[src/rtl/booth_mult_seq.sv]
// Sequential radix-2 Booth multiplier (signed N x N -> 2N). Every add/subtract
// step goes through one shared external (N+1)-bit adder-subtractor.
module booth_mult_seq #(
    parameter int N = 8
) (
    input  logic           clk,
    input  logic           rst,
    input  logic           start,
    input  logic [N-1:0]   multiplicand,
    input  logic [N-1:0]   multiplier,
    output logic           ready,
    output logic           busy,
    output logic           done,
    output logic [2*N-1:0] product,
    output logic [N:0]     as_a,
    output logic [N:0]     as_b,
    output logic           as_m,
    input  logic [N+1:0]   as_y
);
    localparam int CW = $clog2(N + 1);

    typedef enum logic [1:0] {IDLE, CALC, DONE} state_t;

    state_t           r_state, w_state_nxt;
    logic [N:0]       r_a, r_mx;
    logic [N-1:0]     r_q;
    logic             r_q1;
    logic [CW-1:0]    r_cnt;
    logic [2*N-1:0]   r_product;

    logic [N:0]       w_s, w_a_nxt;
    logic [N-1:0]     w_q_nxt;
    logic             w_last;
    logic             w_unused;

    // The carry/borrow bit from the adder-subtractor has no meaning here.
    assign w_unused = as_y[N+1];
    assign w_s      = as_y[N:0];
    assign w_a_nxt  = {w_s[N], w_s[N:1]};
    assign w_q_nxt  = {w_s[0], r_q[N-1:1]};
    assign w_last   = (r_cnt == CW'(1));
    assign product  = r_product;

    always_ff @(posedge clk) begin
        if (rst) r_state <= IDLE;
        else     r_state <= w_state_nxt;
    end

    always_comb begin
        w_state_nxt = r_state;
        ready       = 1'b0;
        busy        = 1'b0;
        done        = 1'b0;
        as_a        = '0;
        as_b        = '0;
        as_m        = 1'b0;
        case (r_state)
            IDLE: begin
                ready = 1'b1;
                if (start) w_state_nxt = CALC;
            end
            CALC: begin
                busy = 1'b1;
                as_a = r_a;
                case ({r_q[0], r_q1})
                    2'b01:   as_b = r_mx;
                    2'b10: begin
                        as_b = r_mx;
                        as_m = 1'b1;
                    end
                    default: ;
                endcase
                if (w_last) w_state_nxt = DONE;
            end
            DONE: begin
                done        = 1'b1;
                w_state_nxt = IDLE;
            end
            default: w_state_nxt = IDLE;
        endcase
    end

    // Product is captured from the final shifted value so it is valid in DONE.
    always_ff @(posedge clk) begin
        if (rst) begin
            r_a       <= '0;
            r_q       <= '0;
            r_q1      <= 1'b0;
            r_mx      <= '0;
            r_cnt     <= '0;
            r_product <= '0;
        end else begin
            case (r_state)
                IDLE: begin
                    if (start) begin
                        r_a   <= '0;
                        r_q   <= multiplier;
                        r_q1  <= 1'b0;
                        r_mx  <= {multiplicand[N-1], multiplicand};
                        r_cnt <= CW'(N);
                    end
                end
                CALC: begin
                    r_a   <= w_a_nxt;
                    r_q   <= w_q_nxt;
                    r_q1  <= r_q[0];
                    r_cnt <= r_cnt - CW'(1);
                    if (w_last) r_product <= {w_a_nxt[N-1:0], w_q_nxt};
                end
                default: ;
            endcase
        end
    end
endmodule

[config.mk]
export PLATFORM = sky130hd
export DESIGN_NAME = booth_mult_seq
export DESIGN_NICKNAME = d
export VERILOG_FILES = /design/src/rtl/booth_mult_seq.sv
export SDC_FILE = /design/constraint.sdc
export NUM_CORES = 1
export LEC_CHECK = 0
export CAP_MARGIN = 15
export CORE_MARGIN = 2
export CORE_UTILIZATION = 45
export CTS_CLUSTER_SIZE = 8
export DETAILED_ROUTE_END_ITERATION = 8
export HOLD_SLACK_MARGIN = 0.03
export PLACE_DENSITY = 0.9
export SLEW_MARGIN = 20
export SYNTH_ARGS = -nofsm -noshare
export SYNTH_HDL_FRONTEND = slang
export SYNTH_SLANG_ARGS = --single-unit
[constraint.sdc]
create_clock -name clk -period 2.3 [get_ports clk]
set_input_delay 0.23 -clock clk [delete_from_list [all_inputs] [get_ports clk]]
set_output_delay 0.23 -clock clk [all_outputs]
set_load 0.01 [all_outputs]
==> metrics.md <==
| Metric | Value |
|---|---|
| Outcome | completed |
| Final Core Density | 64.9% |
| Post-synth ARST share | 0% |
| Number of enable flip-flop cells after synthesis | 0 |
| Row Count | 24 |
| Die width | about 71 microns |
| # Max-Cap Violations | 0 |
| Period utilisation layout | 93.3% |
| Initial antenna violation count | 0 |
| Root Driver | clkbuf_8 |
| Total CTS buffers | 5 |
| Pin count of the biggest net entering global routing | 31 |
| Max stage delay cell, worst path | clkdlybuf4s50_1 |
| Delay-heaviest family, CP | buffers and inverters |
| Setup TNS | 0 ps |
| Max incr delay on CP | around 530 ps |
| H-tree levels | 2 |
| Sequential share of the synthesized area | approximately 47% |
| Total number of vias | roughly 1,800 |
| Starting Density | 46.4% |
| Gr usage total | 19.3% |
| Worst-Skew Late Latency | 300 ps |
| Nets | 319 |
| Startpoint types | flip-flop |
| Syn. warnings | 0 |
| Final RePlAce weighted congestion | 0.727 |
| Wire length of the first global-routing pass | approximately 7.7 mm |
| Cell Chain, Critical Path | or2b_4, inv_1, buf_4, and2_1, clkdlybuf4s50_1 |
| DRC errors left | 0 |
| Synthesized area | 1990 sq um |
| Hold WC Path Type | flip-flop to flip-flop |
| DR iter-0 viols | 59 |
| Register Area | ~940 sq um |
| P&R area growth vs syn | 39.9% |
| ANT nets after route | 0 |
| HPWL Detailed | 3.18 mm |
| #FFs+latches synth | 47 |
| Worst R2R Setup Slack | 490 ps |
| Bufs and invs on worst path | 3 |
| Most common cell after layout, fill and taps aside | clkdlybuf4s50_1 |
| Clk pin slew, worst setup/hold paths | 80 ps |
| Area of the multi-input gates | roughly 930 sq um |
| Final hold violations | 0 |
| CTS tree | done |
| Drt pass-1 iters | 4 |
| Commonest non-fill, non-tap cells in the layout | 65 x clkdlybuf4s50_1, 47 x dfxtp_1, 27 x a21oi_1 |
| Worst r2r dst | product[9]$_SDFFE_PP0P_ |
| Required time worst endpoint | 2070 ps |
| Max FO, Critical Path | 13 |
| Fin. max-slew vios | 0 |
| Final wirelength | 4.62 mm |
| Final min period | 2150 ps |
| Worst Hold Path EP | r_mx[6]$_SDFFE_PP0P_ |
| Core Area | 4290 sq um |
| Layout fillers | about 370 |
| Arr. time, crit path | 1920 ps |
| Clk_skew | 7.70 ps |
| Clock Sink Count | 47 |
| Post-CTS Hold Buffers | 0 |
| Min-delay src | r_mx[6]$_SDFFE_PP0P_ |
| Die Ht | 70.5 microns |
| Setup WS post-layout | 154 ps |
| Antenna cells | 0 |
| Total power | 1.73 mW |
| Number of distinct library cells after synthesis | 30 |
| Slew HR | a little under three fifths |
| Fmax | 466 MHz |
| Port Buffers | 65 |
| Pwr dens | 620 nW/um^2 |
| Endpoints failing setup | 0 |
| DIE AREA | a little under 5000 sq um |
| Setup WS pre-CTS | 346 ps |
| Routed WL per cell | 13.6 microns |
| CP Capture Type | primary output |
| Leakage power | between 1 and 1.5 nW |
| IO Count | 67 |
| CP Class | flip-flop to primary output |
| R2R depth | 4 |
| Vias in the first global route | 1,631 |
| CTS max path bufs | 2 |
| Syn Area/Cell | 8.97 sq um |
| RR Startpoint | r_cnt[0]$_SDFFE_PP0P_ |
| RSZ-0062 raised after global routing | no |
| Syn_nets | 254 |
| Post-Syn Instances | 222 |
| Grt ovf | 0 |
| Top_reg_cell synth | dfxtp_1 |
| Measured slew at the worst slew-check pin | roughly 670 ps |
| Share of layout cells above drive strength 1 | between 10% and 20% |
| Via/cell ratio | 5.21 |
| Hold Path Depth | 2 |
| Max rail drop VDD | 0.369 mV |
## routing by layer
metal,GRT usage [%],vias up,routed length [microns]
li1,-,881,-
met5,0,-,0
met3,5.84,5,341
met1,24.7,821,2020
met4,5.24,0,45
met2,31.9,66,2210
## what timing repair did
action / in CTS / in global routing
setup endpoints to repair: 0 / 11
setup buffers: 0 / 4
gates resized for setup: 0 / 1
## metrics by stage
| step | area, sq um | hold slack [ps] | std cells |
|---|---|---|---|
| after global routing | 2790 | 480 | 340 |
| after floorplan | 1990 | 363 | 222 |
| after detailed placement | 2650 | 443 | 328 |
| final | 2790 | 454 | 340 |
| after CTS | 2750 | 454 | 336 |
| after global placement | 2650 | 437 | 328 |
## worst register-to-register path: stages (launching register included)
cell	delay, ps
dfxtp_1	420
ha_1	160
or3b_4	400
o21ba_1	410
a22o_2	310
## registers in the layout (all words and copies together) (netlist names)
| register | cells |
|---|---|
| r_a | 8 |
| product | 16 |
| r_state | 2 |
| r_q | 8 |
| r_mx | 8 |
| r_cnt | 4 |
| r_q1 | 1 |
## cell usage after synthesis, types with 3 or more instances
| cell | number | share of area [%] |
|---|---|---|
| dfxtp_1 | 47 | 47 |
| a21oi_1 | 27 | 6.8 |
| nand2_1 | 25 | 4.7 |
| and2_1 | 17 | 5.3 |
| nor2_1 | 13 | 2.4 |
| nand3_1 | 11 | 2.8 |
| a22o_1 | 10 | 4.4 |
| nor3_1 | 10 | 2.5 |
| clkbuf_1 | 9 | 1.7 |
| nand2b_1 | 9 | 2.8 |
| or3b_2 | 9 | 4.0 |
| a22o_2 | 6 | 3.0 |
| buf_2 | 4 | 1.0 |
| inv_1 | 4 | 0.75 |
| ha_1 | 3 | 1.9 |
## power by group
| part | internal (mW) | switching (mW) |
|---|---|---|
| Clock | 0.274 | 0.258 |
| Sequential | 0.862 | 0.0307 |
| Combinational | 0.159 | 0.143 |
| Total | 1.30 | 0.432 |
## how the worst max path moves through the flow
| stage | cells past startpoint | startpoint | slack, ps | to |
|---|---|---|---|---|
| 6_report | 5 | r_state[0]$_SDFFE_PP0P_ | 150 | as_a[7] |
| 5_1_grt | 5 | r_state[0]$_SDFFE_PP0P_ | 10 | as_a[7] |
| 4_1_cts | 4 | r_state[0]$_SDFFE_PP0P_ | 10 | as_b[2] |
| 3_5_place_dp | 4 | r_state[0]$_SDFFE_PP0P_ | 350 | as_b[2] |
| 3_3_place_gp | 4 | r_state[0]$_SDFFE_PP0P_ | 380 | as_b[7] |
| 2_1_floorplan | 6 | r_cnt[0]$_SDFFE_PP0P_ | 700 | product[0]$_SDFFE_PP0P_ |
## logic make-up after synthesis
family | count (synthesis) | share of synthesized area (%)
AOI/OAI and AO/OA | 48 | 16.3
adders and majority gates | 3 | 1.88
and+or+nand+nor | 102 | 28.5
DFF | 47 | 47.2
buffers and inverters | 22 | 6.09
## cell type report
| type | instances | share of cell area [%] |
|---|---|---|
| flip-flops and latches | 47 | 33.8 |
| multi-input cells | 153 | 33.5 |
| repair buffers | 76 | 26.3 |
| clock buffers | 8 | 3.59 |
| well taps | 52 | 2.33 |
| inverters | 4 | 0.539 |
(Power assumes the default switching activity.)
